## src/rtl/flappy_pkg.sv

```systemverilog
// Shared constants, LFSR helper and scroller state encoding for the flappy pipeline.
package flappy_pkg;
  localparam int SCREEN_W = 640;
  localparam int SCREEN_H = 480;
  localparam int PIPE_W   = 60;
  localparam int GAP_H    = 120;
  localparam int GAP_MIN  = 40;

  localparam logic [7:0] LFSR_SEED = 8'hA5;
  // Right-shift Galois mask for x^8+x^6+x^5+x^4+1
  localparam logic [7:0] LFSR_TAPS = 8'hB8;

  typedef enum logic [2:0] {
    ST_IDLE   = 3'b001,
    ST_RUN    = 3'b010,
    ST_FROZEN = 3'b100
  } scr_state_t;

  function automatic logic [7:0] lfsr_next(input logic [7:0] v);
    return {1'b0, v[7:1]} ^ (v[0] ? LFSR_TAPS : 8'h00);
  endfunction
endpackage

```

## src/rtl/score_bcd3.sv

```systemverilog
// Three-digit BCD score counter: saturates at 999, pulses on every accepted increment.
module score_bcd3 (
  input  logic        clk,
  input  logic        rst_n,
  input  logic        clr,
  input  logic        inc,
  output logic [11:0] score,
  output logic        pulse
);
  logic [3:0] d0, d1, d2;
  logic       sat;

  assign sat   = (d2 == 4'd9) && (d1 == 4'd9) && (d0 == 4'd9);
  assign score = {d2, d1, d0};

  always_ff @(posedge clk or negedge rst_n) begin
    if (!rst_n) begin
      d0    <= 4'd0;
      d1    <= 4'd0;
      d2    <= 4'd0;
      pulse <= 1'b0;
    end else if (clr) begin
      d0    <= 4'd0;
      d1    <= 4'd0;
      d2    <= 4'd0;
      pulse <= 1'b0;
    end else begin
      // pulse still fires at 999 so downstream sees every cleared pipe
      pulse <= inc;
      if (inc && !sat) begin
        if (d0 != 4'd9) d0 <= d0 + 4'd1;
        else begin
          d0 <= 4'd0;
          if (d1 != 4'd9) d1 <= d1 + 4'd1;
          else begin
            d1 <= 4'd0;
            d2 <= d2 + 4'd1;
          end
        end
      end
    end
  end
endmodule

```

## src/rtl/pipe_scroller.sv

```systemverilog
// Single-pipe scroller with LFSR gap placement and BCD scoring.
// Optional PIPE_SPEEDUP_EN: step grows 1..4 px with pipes cleared.
module pipe_scroller
  import flappy_pkg::*;
#(
  parameter int SCREEN_W = flappy_pkg::SCREEN_W,
  parameter int PIPE_W   = flappy_pkg::PIPE_W,
  parameter int GAP_H    = flappy_pkg::GAP_H,
  parameter int GAP_MIN  = flappy_pkg::GAP_MIN,
  parameter int MOVE_DIV = 250000
) (
  input  logic        Clk,
  input  logic        reset_n,
  input  logic        Start,
  input  logic        Lose,
  input  logic        Ack,
  input  logic [9:0]  Bird_X,
  output logic [9:0]  X_Edge_Left,
  output logic [9:0]  X_Edge_Right,
  output logic [9:0]  Y_Edge_Top,
  output logic [9:0]  Y_Edge_Bottom,
  output logic [11:0] Score,
  output logic        Pipe_Passed,
  output logic        Running
);
  localparam int              DIV_W     = $clog2(MOVE_DIV);
  localparam logic [DIV_W-1:0] DIV_LAST = DIV_W'(MOVE_DIV - 1);
  localparam logic [9:0]      RESPAWN_X = 10'(SCREEN_W + PIPE_W);
  localparam logic [9:0]      GAP_BASE  = 10'(GAP_MIN);

  scr_state_t       state, state_nx;
  logic [DIV_W-1:0] div;
  logic             passed;
  logic [7:0]       lfsr;
  logic [9:0]       step_px, gap_new;
  logic             tick, score_ev, clr;

  assign gap_new  = GAP_BASE + {2'b00, lfsr};
  assign tick     = (state == ST_RUN) && (div == DIV_LAST);
  assign score_ev = (state == ST_RUN) && !Lose && !passed && (X_Edge_Right < Bird_X);
  assign clr      = (state == ST_IDLE) && Start;
  assign Running  = (state == ST_RUN);

  assign X_Edge_Left   = (X_Edge_Right >= 10'(PIPE_W)) ? X_Edge_Right - 10'(PIPE_W) : 10'd0;
  assign Y_Edge_Bottom = Y_Edge_Top + 10'(GAP_H);

`ifdef PIPE_SPEEDUP_EN
  logic [4:0] cleared;
  always_ff @(posedge Clk or negedge reset_n) begin
    if (!reset_n)                         cleared <= 5'd0;
    else if (clr)                         cleared <= 5'd0;
    else if (score_ev && cleared != 5'd31) cleared <= cleared + 5'd1;
  end
  // cleared/8 on a 5-bit counter tops out at 3, so the step caps at 4 px
  assign step_px = 10'd1 + {8'd0, cleared[4:3]};
`else
  assign step_px = 10'd1;
`endif

  always_ff @(posedge Clk or negedge reset_n) begin
    if (!reset_n) lfsr <= LFSR_SEED;
    else          lfsr <= lfsr_next(lfsr);
  end

  always_ff @(posedge Clk or negedge reset_n) begin
    if (!reset_n) state <= ST_IDLE;
    else          state <= state_nx;
  end

  always_comb begin
    state_nx = ST_IDLE;
    case (state)
      ST_IDLE:   state_nx = Start ? ST_RUN : ST_IDLE;
      ST_RUN:    state_nx = Lose ? ST_FROZEN : ST_RUN;
      ST_FROZEN: state_nx = Ack ? ST_IDLE : ST_FROZEN;
      default:   state_nx = ST_IDLE;
    endcase
  end

  always_ff @(posedge Clk or negedge reset_n) begin
    if (!reset_n) begin
      X_Edge_Right <= RESPAWN_X;
      Y_Edge_Top   <= GAP_BASE + {2'b00, LFSR_SEED};
      div          <= '0;
      passed       <= 1'b0;
    end else begin
      case (state)
        ST_IDLE: begin
          X_Edge_Right <= RESPAWN_X;
          if (Start) begin
            div        <= '0;
            passed     <= 1'b0;
            Y_Edge_Top <= gap_new;
          end
        end
        // Lose freezes everything on its own cycle, including a coincident step
        ST_RUN: if (!Lose) begin
          div <= tick ? '0 : div + DIV_W'(1);
          if (score_ev) passed <= 1'b1;
          if (tick) begin
            if (X_Edge_Right > step_px) X_Edge_Right <= X_Edge_Right - step_px;
            else begin
              X_Edge_Right <= RESPAWN_X;
              passed       <= 1'b0;
              Y_Edge_Top   <= gap_new;
            end
          end
        end
        ST_FROZEN: if (Ack) X_Edge_Right <= RESPAWN_X;
        default:   X_Edge_Right <= RESPAWN_X;
      endcase
    end
  end

  score_bcd3 u_score (
    .clk   (Clk),
    .rst_n (reset_n),
    .clr   (clr),
    .inc   (score_ev),
    .score (Score),
    .pulse (Pipe_Passed)
  );
endmodule
```

## config.mk

```make
export PLATFORM = sky130hd
export DESIGN_NAME = pipe_scroller
export DESIGN_NICKNAME = d
export VERILOG_FILES = /design/src/rtl/flappy_pkg.sv /design/src/rtl/score_bcd3.sv /design/src/rtl/pipe_scroller.sv
export SDC_FILE = /design/constraint.sdc
export NUM_CORES = 1
export LEC_CHECK = 0
export BUFFER_PORTS_ARGS = -buffer_cell sky130_fd_sc_hd__buf_2
export CORE_ASPECT_RATIO = 0.75
export CORE_MARGIN = 5
export CORE_UTILIZATION = 56
export DETAILED_ROUTE_END_ITERATION = 6
export MAX_ROUTING_LAYER = met4
export PLACE_DENSITY = 0.83
export SYNTH_ARGS = -nofsm -noshare
export SYNTH_HDL_FRONTEND = slang
export SYNTH_SLANG_ARGS = --single-unit
```

## constraint.sdc

```tcl
create_clock -name Clk -period 2.9 [get_ports Clk]
set_input_delay 0.58 -clock Clk [delete_from_list [all_inputs] [get_ports Clk]]
set_output_delay 0.58 -clock Clk [all_outputs]
set_load 0.01 [all_outputs]
```

Word-level counts from Yosys, hierarchy flattened
Cells that the tools add are included.
{"block": "op_classes", "n_addsub": 8, "n_lt_le_gt_ge": 3, "eq_ne": 16, "mux": 38, "bitwise_logic": 1, "reduce_logical": 18}
{"cell": "2-to-1 mux 10 bit", "count": 9}
{"cell": "2-to-1 mux 18 bit", "count": 3}
{"cell": "2-to-1 mux 4 bit", "count": 11}
{"cell": "one-hot mux 10 bit (2 select lines)", "count": 2}
{"cell": "one-hot mux 18 bit (2 select lines)", "count": 1}
{"cell": "adder 18 x 1 -> 18 bit (second input constant)", "count": 1}
{"cell": "== test 18 bit (second input constant)", "count": 1}
{"cell": "adder 4 x 1 -> 4 bit (second input constant)", "count": 3}
{"cell": "== test 4 bit (second input constant)", "count": 3}
{"cell": "!= test 2 bit (second input constant)", "count": 6}
{"cell": "adder 10 x 7 -> 10 bit (second input constant)", "count": 1}
{"cell": "greater-or-equal comparator 10 x 6 -> 1 bit (second input constant)", "count": 1}
{"cell": "greater-than comparator 10 x 1 -> 1 bit (second input constant)", "count": 1}
{"cell": "< comparator 10 bit", "count": 1}
{"cell": "subtractor 10 x 1 -> 10 bit (second input constant)", "count": 1}
{"cell": "subtractor 10 x 6 -> 10 bit (second input constant)", "count": 1}
{"cell": "adder 6 x 8 -> 9 bit (first input constant)", "count": 1}
{"cell": "one-hot mux 3 bit (3 select lines)", "count": 1}
{"cell": "AND reduction 3 bit", "count": 3}
{"cell": "logical AND 1 bit", "count": 8}
{"cell": "2-to-1 mux 8 bit", "count": 1}
{"cell": "!= test 4 bit (second input constant)", "count": 2}
{"cell": "bitwise XOR 7 x 8 -> 8 bit", "count": 1}
{"cell": "2-to-1 mux 1 bit", "count": 6}
{"cell": "11 further kinds", "count": 15}
{"block": "totals", "register_bits": 63, "in_bits": 15, "wordCells": 94}

Depth between registers and ports, before layout
{"block": "logic_depth", "word_depth": 9, "ltp_mapped": 9, "depth_no_buf": 7}

By module
A second synthesis with hierarchy kept.
{"block": "unflattened", "cells_unflattened": 385, "hier_area_um2": 3837.4}
{"mod": "pipe_scroller", "n_inst": 1, "cells_each": 305, "area_each_um2": 3055.4, "seq_area_each_um2": 1246.2}
{"mod": "score_bcd3", "n_inst": 1, "cells_each": 80, "area_each_um2": 782.0, "seq_area_each_um2": 325.3}

Worst setup path before layout
OpenSTA, ideal clock, no wires.
{"block": "synth_path", "kind": "reg-to-reg", "start": "reg state[2]", "end": "reg u_score.d1[2]", "arrival_ps": 2573, "slack_ps": 247, "path_stages_with_launch": 10, "path_buffers": 4, "path_cell_list": "dfrtp_1 buf_6 or3b_1 buf_2 or4_1 or3_1 buf_2 buf_2 nor4_1 mux2i_1"}
{"block": "synth_via", "elab_chain_cells": 7, "elab_cells_between_ends": 11}
{"element": "start: declaration", "line": "pipe_scroller.sv:31", "source": "scr_state_t state, state_nx;"}
{"element": "start signal: assignment", "line": "pipe_scroller.sv:67", "source": "else state <= state_nx;"}
{"element": "== test 3 x 2 -> 1 bit", "line": "pipe_scroller.sv:40", "source": "assign score_ev = (state == ST_RUN) && !Lose && !passed && (X_Edge_Right < Bird_X);"}
{"element": "logical AND 1 bit (3 in a row)", "line": "pipe_scroller.sv:40"}
{"element": "logical AND 1 bit", "line": "score_bcd3.sv:30", "source": "if (inc && !sat) begin"}
{"element": "nonzero test 2 bit (no line)"}
{"element": "AND reduction 2 bit (no line)"}
{"element": "end signal: assignment", "line": "score_bcd3.sv:34", "source": "if (d1 != 4'd9) d1 <= d1 + 4'd1;"}
{"element": "end: declaration", "line": "score_bcd3.sv:10", "source": "logic [3:0] d0, d1, d2;"}
Parallel ways exist; a longest one is shown, timed or not.
A chain may end at the register's enable or synchronous reset.

Worst setup path in the final report
{"block": "layout_path", "start": "reg X_Edge_Right[3]", "end": "reg u_score.d2[0]"}
{"block": "layout_via", "elab_chain_cells": 5}
{"element": "start: declaration", "line": "pipe_scroller.sv:19", "source": "output logic [9:0] X_Edge_Right,"}
{"element": "start signal: assignment", "line": "pipe_scroller.sv:101", "source": "if (X_Edge_Right > step_px) X_Edge_Right <= X_Edge_Right - step_px;"}
{"element": "< comparator 10 bit", "line": "pipe_scroller.sv:40"}
{"element": "logical AND 1 bit", "line": "pipe_scroller.sv:40"}
{"element": "logical AND 1 bit", "line": "score_bcd3.sv:30"}
{"element": "nonzero test 2 bit (no line)"}
{"element": "AND reduction 3 bit (no line)"}
{"element": "end signal: assignment", "line": "score_bcd3.sv:37", "source": "d2 <= d2 + 4'd1;"}
{"element": "end: declaration", "line": "score_bcd3.sv:10"}
No other way between the ends.

==> summary.txt <==
Global route
  – Largest net degree at the start of global routing: 23
  – Total track usage: 22.2%
  – Initial antenna violation count: 0
  – First-pass GRT wire length: 14900 um
  – GRT overflow: 0
  – Vias in the first global route: 3212

Drt
  – Final WL: 8840 um
  – Starting DRT DRC Count: 156
  – Via count: 3367
  – Router iterations before antenna repair: 4
  – Vias per inst: 5.94
  – DRC viols: 0
  – Wirelength per Cell: 15.6 um
  – Antenna-violating nets left: 0

Worst setup path
  – Slowest library cell on the worst path: dfstp_2
  – Worst Path Max Fanout: 12
  – Max stage delay on crit path: 0.56 ns
  – Crit path capture type: flop
  – WS Path Type: reg2reg
  – Startpoint Class: flop
  – Critical Path AT: 2.92 ns
  – Worst EP required: 3.17 ns
  – Register-to-Register Path Depth: 7
  – Critical-path cell list: ha_1 > and3_1 > o311a_1 > or3_1 > buf_4 > or4_1 > a21oi_1

Floorplanning
  – # rows: 25
  – Total die area: 0.00844 mm^2
  – Area of the core: 0.00641 mm^2
  – # IOs: 69
  – DIE HEIGHT: 80.8 um
  – Initial core utilization: 58.4%
  – Die width: 104 um

CTS
  – CTS Sinks: 62
  – Clk Latency, worst-skew pair: 0.34 ns
  – CTS Buf Count: 9
  – H-tree level count: 3
  – Root Driver: clkbuf_8
  – CTS Buffer Depth: 2
  – Setup Buffers After CTS: 0
  – Cts repair resizes: 0
  – CTS clk-pin slew, worst paths: 0.08 ns
  – CTS tree: yes
  – CTS Hold Bufs: 0

STA
  – RSZ-0062 raised after global routing: false
  – Fin Clk Skew: 0.0115 ns
  – Setup_tns: 0 ns
  – Clock period minus worst slack: 2.65 ns
  – Worst hold slack: 0.168 ns
  – Final setup margin: 0.251 ns
  – Fmax: 378 MHz
  – Measured slew at the worst slew-check pin: 0.626 ns
  – Max Slew Vio Count: 0
  – Endpoints failing setup: 0
  – Hold Vio Cnt, Final: 0
  – Slew HR: 57.7%
  – Final period util: 91.3%

Pwr
  – Maximum VDD drop: 0.342 mV
  – Overall power: 2.48 mW
  – Leakage: 2.17 nW
  – Pwr/cell area: 561 mW/mm^2

Flow run
  – Max Cap Viol: 0

Placed design
  – Dpl ws: 0.0687 ns
  – Final GP Congestion: 0.937
  – HPWL after DPL: 6750 um
  – Placed Cells: 551
  – Port bufs: 67

Synth
  – Post-synth EDFFs: 0
  – Synth warn: 0
  – Post-synthesis cell count: 402
  – Top_reg_cell synth: dfrtp_1
  – Syn Nets: 436
  – Syn avg cell area: 9.32 um^2
  – Seq cells post-synth: 62
  – Seq/Total Area, Yosys: 41.9%
  – Unique cell type count in the Yosys netlist: 59
  – Post-synth ARST share: 100%
  – Synthesized area: 0.00375 mm^2

Final layout
  – Register area: 0.00157 mm^2
  – Share of layout cells above drive strength 1: 26.3%
  – Final cell count without fillers: 567
  – Leading cell type in the layout, fill and taps excluded: buf_2
  – Multi-input gate area: 0.00198 mm^2
  – Fillers: 497
  – Antenna cells: 0
  – Nets@finish: 515
  – Commonest cells after routing, fill and taps aside: 67 x buf_2, 46 x dfrtp_1, 37 x nand2_1
  – Synthesis-to-finish area growth: 17.9%

Worst hold path
  – HP Class: in2async

Status
  – Status: finished clean
==> per-stage QoR <==
stage	area, um^2	util [%]
2_1_floorplan	3750	-
3_3_place_gp	4220	65.8
3_5_place_dp	4220	65.8
4_1_cts	4420	68.9
5_1_grt	4420	68.9
6_report	4420	68.9
==> power breakdown <==
part           internal [mW]  total, mW  switching, mW
Combinational          0.293      0.745          0.452
Clock                  0.399      0.754          0.355
Sequential             0.921      0.979         0.0577
Total                   1.61       2.48          0.865
==> area by class of cell <==
class	instances	area share (%)
multi-input combinational	294	44.7
sequential	62	35.6
timing repair buffer	83	10.3
clock buffer	9	2.80
inverter	31	2.63
tap	81	2.29
clock inverter	7	1.67
==> per-layer routing <==
layer  up-vias  track usage, %  part of all wire [%]
li1       1620               -                     -
met1      1613            28.8                    45
met2       121            34.6                    47
met3        13            4.85                   7.4
met4         0            7.89                   1.0
met5         -               -                     0
==> synth_stat cells, types with 3 or more instances <==
cell type / instances / area, um^2
o211ai_1: 3 / 22.5
nand3b_1: 3 / 22.5
xor2_1: 10 / 87.6
nor4b_1: 3 / 26.3
inv_1: 30 / 113
buf_2: 3 / 15.0
o31ai_1: 11 / 82.6
nor3_1: 8 / 40.0
or4_1: 8 / 60.1
nor2_1: 30 / 113
o311ai_0: 3 / 26.3
nand2_1: 37 / 139
a211oi_1: 6 / 45.0
clkbuf_1: 7 / 26.3
dfstp_2: 16 / 420
nand2b_1: 5 / 31.3
and3_1: 9 / 56.3
and4_1: 5 / 43.8
a31oi_1: 3 / 18.8
ha_1: 19 / 238
nor2b_1: 4 / 25.0
mux2_2: 8 / 90.1
o21a_1: 3 / 22.5
mux2i_1: 6 / 60.1
buf_4: 4 / 30.0
nand3_1: 20 / 100
and2_1: 3 / 18.8
nand4_1: 5 / 31.3
nor4_1: 6 / 37.5
dfrtp_1: 46 / 1150
a21o_1: 6 / 45.0
a21oi_1: 12 / 60.1
o21ai_0: 17 / 85.1
xnor2_1: 11 / 96.3
==> critical path: cells and delay by family, from the launching register on <==
kind / cells / cell delay (ns)
AND/OR/NAND/NOR: 3 / 1.07
buffers and inverters: 1 / 0.18
AO/OA/AOI/OAI: 2 / 0.52
adder cells (fa/ha/maj): 1 / 0.25
flip-flops: 1 / 0.56
==> sequential cells by signal (all words and copies together), names as in the netlist <==
name           cells
passed             1
lfsr               8
u_score.d2         4
state              3
u_score.pulse      1
Y_Edge_Top         9
u_score.d1         4
div               18
u_score.d0         4
X_Edge_Right      10
==> kinds of logic (layout without fill, tap and decap cells) <==
kind of cell | count (synthesis) | in the layout | synth area share (%)
flops | 62 | 62 | 41.9
simple gates | 154 | 154 | 21.6
other cells | 1 | 1 | 0.100
xor+xnor | 21 | 21 | 4.91
mux | 14 | 14 | 4.01
compound gates | 85 | 85 | 15.8
fa+ha+maj | 19 | 19 | 6.34
buf+inv | 46 | 130 | 5.31
==> path summary, 6_finish.rpt <==
kind                                       from              end  slack, ns
min in group Clk                        lfsr[1]          lfsr[0]       0.38
worst min-delay path                    reset_n    u_score.d0[2]       0.17
worst min register to register          lfsr[1]          lfsr[0]       0.38
worst max register to register  X_Edge_Right[3]    u_score.d2[0]       0.25
max in group asynchronous               reset_n  X_Edge_Right[3]       2.02
worst max-delay path            X_Edge_Right[3]    u_score.d2[0]       0.25
(Power assumes the default switching activity.)
